File: src/rtl/mul_acc_ctrl_pkg.sv
// Shared definitions for the multiply-accumulate front-end.
// Holds the FSM state encoding, the multiplier operand/product widths
// and the default frame parameters used by mul_acc_ctrl.
package mul_acc_ctrl_pkg;

    typedef enum logic [1:0] {
        S_IDLE = 2'd0,
        S_MUL  = 2'd1,
        S_OUT  = 2'd2
    } state_t;

    localparam int MUL_IN_W  = 16;
    localparam int MUL_OUT_W = 19;

    localparam int DEF_ACC_W = 24;
    localparam int DEF_COUNT = 8;
    localparam int DEF_CNT_W = 4;

endpackage

File: src/rtl/mul_acc_ctrl_sat_add.sv
// Saturating adder: acc (ACC_W bits) + product (MUL_OUT_W bits, zero-extended).
// Latency: combinational. Backpressure: none (pure datapath).
// Ports: acc/addend in, sum out (clamped to all-ones), ovf high when clamped.
module mul_acc_ctrl_sat_add
    import mul_acc_ctrl_pkg::*;
#(
    parameter int ACC_W = DEF_ACC_W
) (
    input  logic [ACC_W-1:0]     acc,
    input  logic [MUL_OUT_W-1:0] addend,
    output logic [ACC_W-1:0]     sum,
    output logic                 ovf
);

    // One extra bit catches the carry out; ACC_W >= MUL_OUT_W keeps the
    // zero-extension width non-negative.
    logic [ACC_W:0] wide;

    assign wide = {1'b0, acc} + {{(ACC_W + 1 - MUL_OUT_W){1'b0}}, addend};
    assign ovf  = wide[ACC_W];
    assign sum  = ovf ? {ACC_W{1'b1}} : wide[ACC_W-1:0];

endmodule

File: src/rtl/mul_acc_ctrl.sv
// Sequencer/accumulator in front of the external 16x16->19 multiplier; sums a frame of products.
// Latency: 2 cycles from accepting the closing pair to out_valid; one pair accepted every 2 cycles.
// Backpressure: in_ready only in S_IDLE; S_OUT holds out_* stable until out_ready; clr aborts anywhere.
// Ports: m_clock/p_reset (async, active-low), clr; in_* operand handshake; mul_* to multiplier;
//        out_* frame result handshake (sum, product count, saturation flag).
module mul_acc_ctrl
    import mul_acc_ctrl_pkg::*;
#(
    parameter int ACC_W = DEF_ACC_W,  // >= MUL_OUT_W
    parameter int COUNT = DEF_COUNT,  // >= 1
    parameter int CNT_W = DEF_CNT_W   // 2**CNT_W > COUNT
) (
    input  logic                 m_clock,
    input  logic                 p_reset,
    input  logic                 clr,

    input  logic                 in_valid,
    output logic                 in_ready,
    input  logic [MUL_IN_W-1:0]  in_a,
    input  logic [MUL_IN_W-1:0]  in_b,
    input  logic                 in_last,

    output logic [MUL_IN_W-1:0]  mul_a,
    output logic [MUL_IN_W-1:0]  mul_b,
    output logic                 mul_exe,
    input  logic [MUL_OUT_W-1:0] mul_result,

    output logic                 out_valid,
    input  logic                 out_ready,
    output logic [ACC_W-1:0]     out_data,
    output logic [CNT_W-1:0]     out_count,
    output logic                 out_ovf
);

    state_t           state;
    logic             last_q;
    logic [ACC_W-1:0] acc;
    logic [CNT_W-1:0] cnt;
    logic             ovf;

    logic [ACC_W-1:0] acc_next;
    logic             add_ovf;

    mul_acc_ctrl_sat_add #(
        .ACC_W (ACC_W)
    ) u_sat_add (
        .acc    (acc),
        .addend (mul_result),
        .sum    (acc_next),
        .ovf    (add_ovf)
    );

    // The frame registers only change in S_MUL or on consume/abort, so they
    // already sit stable for the whole of S_OUT and can drive the outputs.
    assign out_data  = acc;
    assign out_count = cnt;
    assign out_ovf   = ovf;

    // mul_a/mul_b double as the operand registers: loaded on accept, zeroed
    // after the single S_MUL cycle so they read 0 whenever mul_exe is low.
    // in_ready is a flop so it stays low through reset and rises one cycle
    // after reset is released.
    always_ff @(posedge m_clock or negedge p_reset) begin
        if (!p_reset) begin
            state     <= S_IDLE;
            last_q    <= 1'b0;
            acc       <= '0;
            cnt       <= '0;
            ovf       <= 1'b0;
            in_ready  <= 1'b0;
            out_valid <= 1'b0;
            mul_exe   <= 1'b0;
            mul_a     <= '0;
            mul_b     <= '0;
        end else if (clr) begin
            state     <= S_IDLE;
            last_q    <= 1'b0;
            acc       <= '0;
            cnt       <= '0;
            ovf       <= 1'b0;
            in_ready  <= 1'b1;
            out_valid <= 1'b0;
            mul_exe   <= 1'b0;
            mul_a     <= '0;
            mul_b     <= '0;
        end else begin
            case (state)
                S_IDLE: begin
                    if (in_valid && in_ready) begin
                        mul_a    <= in_a;
                        mul_b    <= in_b;
                        last_q   <= in_last;
                        mul_exe  <= 1'b1;
                        in_ready <= 1'b0;
                        state    <= S_MUL;
                    end else begin
                        in_ready <= 1'b1;
                    end
                end

                S_MUL: begin
                    acc     <= acc_next;
                    ovf     <= ovf | add_ovf;
                    cnt     <= cnt + CNT_W'(1);
                    mul_exe <= 1'b0;
                    mul_a   <= '0;
                    mul_b   <= '0;
                    // cnt still holds the pre-increment value here.
                    if (last_q || (cnt == CNT_W'(COUNT - 1))) begin
                        out_valid <= 1'b1;
                        in_ready  <= 1'b0;
                        state     <= S_OUT;
                    end else begin
                        in_ready  <= 1'b1;
                        state     <= S_IDLE;
                    end
                end

                S_OUT: begin
                    if (out_ready) begin
                        acc       <= '0;
                        cnt       <= '0;
                        ovf       <= 1'b0;
                        out_valid <= 1'b0;
                        in_ready  <= 1'b1;
                        state     <= S_IDLE;
                    end
                end

                default: begin
                    state     <= S_IDLE;
                    in_ready  <= 1'b1;
                    out_valid <= 1'b0;
                    mul_exe   <= 1'b0;
                end
            endcase
        end
    end

endmodule
File: config.mk
export PLATFORM = sky130hd
export DESIGN_NAME = mul_acc_ctrl
export DESIGN_NICKNAME = d
export VERILOG_FILES = /design/src/rtl/mul_acc_ctrl_pkg.sv /design/src/rtl/mul_acc_ctrl_sat_add.sv /design/src/rtl/mul_acc_ctrl.sv
export SDC_FILE = /design/constraint.sdc
export NUM_CORES = 1
export LEC_CHECK = 0
export ABC_AREA = 1
export CORE_MARGIN = 5
export CORE_UTILIZATION = 49
export CTS_CLUSTER_SIZE = 20
export DETAILED_ROUTE_END_ITERATION = 10
export PLACE_DENSITY = 0.81
export SLEW_MARGIN = 0
export SYNTH_ARGS = -nofsm -noshare
export SYNTH_HDL_FRONTEND = slang
export SYNTH_SLANG_ARGS = --single-unit
File: constraint.sdc
create_clock -name m_clock -period 2.8 [get_ports m_clock]
set_input_delay 0.7 -clock m_clock [delete_from_list [all_inputs] [get_ports m_clock]]
set_output_delay 0.7 -clock m_clock [all_outputs]
set_load 0.01 [all_outputs]
==> flow_metrics.env <==
export IMPL_status="complete, no violations"
export IMPL_final_seq_area_um2=1680
export IMPL_async_reset_ff_frac=1.00
export IMPL_period_share=0.889
export IMPL_ir_worst_vdd_v=0.000288
export IMPL_insertion_delay_ns=0.36
export IMPL_ant_nets=0
export IMPL_ys_flop_type="dfrtp_1"
export IMPL_final_nets=858
export IMPL_route_vias_total=4614
export IMPL_cts_sinks=67
export IMPL_syn_area_um2=4510
export IMPL_rsz0062_at_grt="no"
export IMPL_grt_pass1_vias=4539
export IMPL_ys_types=35
export IMPL_clk_pin_slew_worst_paths_ns=0.09
export IMPL_die_h_um=106
export IMPL_setup_violations=0
export IMPL_worstRegToRegCells=13
export IMPL_clk_path_buf_depth=2
export IMPL_seq_area_frac_synth=0.372
export IMPL_grt_max_degree=35
export IMPL_r2r_start="out_data[0]$_DFFE_PN0P_"
export IMPL_hold_class="input port to asynchronous set/reset pin"
export IMPL_die_area_um2=11200
export IMPL_cts_tree="built"
export IMPL_worstSetupStartpointType="input port"
export IMPL_synth_edff_count=0
export IMPL_drv_cap=0
export IMPL_overflow=0
export IMPL_multi_input_area_um2=2390
export IMPL_cts_buffers=9
export IMPL_tightest_slew_ns=1.21
export IMPL_die_w_um=106
export IMPL_synth_avg_cell_area_um2=6.92
export IMPL_critPathRequiredTime_ns=3.06
export IMPL_area_growth_pct=35.0
export IMPL_wl_per_cell_um=14.3
export IMPL_n_fill_cell=788
export IMPL_post_cts_resized=0
export IMPL_final_max_slew_viol_count=0
export IMPL_crit_fanout=13
export IMPL_via_per_inst=5.15
export IMPL_place_area_um2=5880
export IMPL_drive_gt1_frac=0.108
export IMPL_cts_setup_buffers=0
export IMPL_maxSlewHeadroom=0.191
export IMPL_final_design_area_no_fill_um2=6090
export IMPL_cts_root_buffer_cell="clkbuf_8"
export IMPL_antenna_found_initial=0
export IMPL_io_buffers=120
export IMPL_grt_pass1_wl_um=21300
export IMPL_initial_core_util=0.495
export IMPL_drt_iter0_drc=252
export IMPL_dp_slack_ns=-0.0602
export IMPL_syn_inst=652
export IMPL_pwr_density_cell_nw_per_um2=524
export IMPL_finalWirelength_um=12900
export IMPL_fmax_mhz=402
export IMPL_min_period_ns=2.49
export IMPL_ys_seq_elements=67
export IMPL_syn_nets=730
export IMPL_finalWeightedCongestion=0.954
export IMPL_ios=121
export IMPL_critical_path_class="input port to register"
export IMPL_setup_ws_ns=0.310
export IMPL_core_um2=9110
export IMPL_htreeDepth=3
export IMPL_leakagePower_nw=3.19
export IMPL_cp_arrival_ns=2.75
export IMPL_synth_warning_count=0
export IMPL_r2r_slack_ns=0.68
export IMPL_holdBufCountCts=0
export IMPL_dp_hpwl_um=9970
export IMPL_endpoint_kind="register"
export IMPL_drtPass1Iterations=5
export IMPL_finalClockSkew_ns=0.00769
export IMPL_fp_row_count=35
export IMPL_diodes=0
export IMPL_r2r_end="out_data[23]$_DFFE_PN0P_"
export IMPL_grtUsageTotal=0.234
export IMPL_route_detailed_drc=0
export IMPL_hold_viol=0
## worst max-delay path by stage
stage	endpoint	slack, ns	from
floorplan	out_data[21]$_DFFE_PN0P_	0.42	mul_result[0]
global placement	out_data[23]$_DFFE_PN0P_	0.008	mul_result[0]
detailed placement	out_data[23]$_DFFE_PN0P_	-0.06	mul_result[0]
CTS	out_data[2]$_DFFE_PN0P_	0.32	mul_result[0]
global route	out_data[9]$_DFFE_PN0P_	0.12	mul_result[0]
finish	out_data[23]$_DFFE_PN0P_	0.31	mul_result[0]
## synthesized netlist by cell type, drive strengths merged (2+ instances only)
master,n,area share
nand3,71,0.093
nor2,40,0.039
dfrtp,67,0.37
ha,20,0.055
nand3b,2,0.0033
nand2,254,0.22
buf,9,0.016
nor3,4,0.0067
o21ai,49,0.054
a21oi,13,0.015
clkbuf,9,0.0075
xor2,9,0.017
clkinv,2,0.0019
nand4,8,0.011
inv,88,0.073
## cell type report
class	count	area share
Inverter	90	0.0557
Timing Repair Buffer	135	0.219
Clock buffer	9	0.0203
Tap cell	111	0.0228
Multi-Input combinational cell	477	0.393
Clock inverter	7	0.0136
Sequential cell	67	0.275
## cells by family after synthesis
| kind of cell | after synthesis | share of synthesized area |
|---|---|---|
| AO/OA/AOI/OAI | 66 | 0.0766 |
| XOR/XNOR | 10 | 0.0194 |
| adder cells (fa/ha/maj) | 21 | 0.0599 |
| buffers and inverters | 108 | 0.0987 |
| flip-flops | 67 | 0.372 |
| AND/OR/NAND/NOR | 380 | 0.374 |
## layout by cell type (no fill, tap or decap), drive strengths merged, types with 9 or more instances in the layout
cell | netlist | routed
nor2 | 40 | 40
o21ai | 49 | 49
buf | 9 | 16
dfrtp | 67 | 67
xor2 | 9 | 9
inv | 88 | 92
ha | 20 | 20
nand3 | 71 | 71
clkdlybuf4s50 | 0 | 119
nand2 | 254 | 254
clkbuf | 9 | 9
a21oi | 13 | 13
## stage by stage
stage	power, mW	util	cells	setup TNS, ns	hold WS [ns]
after floorplan	1.83	-	652	0	0.404
after global placement	2.30	0.646	880	0	0.492
after detailed placement	2.33	0.646	880	-0.799	0.499
after CTS	3.21	0.669	896	0	0.368
after global routing	3.39	0.669	896	0	0.399
final	3.19	0.669	896	0	0.347
## state kept, by name, indices dropped and copies added, names as in the netlist
signal and cells:
in_ready 1, last_q 1, mul_a 16, mul_b 16, mul_exe 1, out_count 4, out_data 24, out_ovf 1
out_valid 1, state 2
## worst max-delay path, stage by stage
cell and delay (ns):
clkdlybuf4s50_1 0.41, ha_1 0.22, fa_1 0.43, nand3_2 0.12
nand3_2 0.07, nand2_1 0.10, nand2_4 0.06, nand2_2 0.09
clkinv_2 0.07, nor2_4 0.12, buf_12 0.16, nand3_1 0.09
nand2_1 0.06, nand2_1 0.04
## metal layers
metal | wire (um) | up-vias | part of all wire | track usage
met5 | 0 | - | 0 | 0
met4 | 228 | 0 | 0.018 | 0.0842
met3 | 968 | 17 | 0.075 | 0.0546
met2 | 6390 | 161 | 0.50 | 0.407
met1 | 5270 | 2116 | 0.41 | 0.284
li1 | - | 2320 | - | -
## where the power goes
group          total, mW  switching [mW]  internal, mW
Clock              0.872           0.445         0.427
Sequential          1.16          0.0848          1.08
Combinational       1.15           0.644         0.511
(Power assumes the default switching activity.)
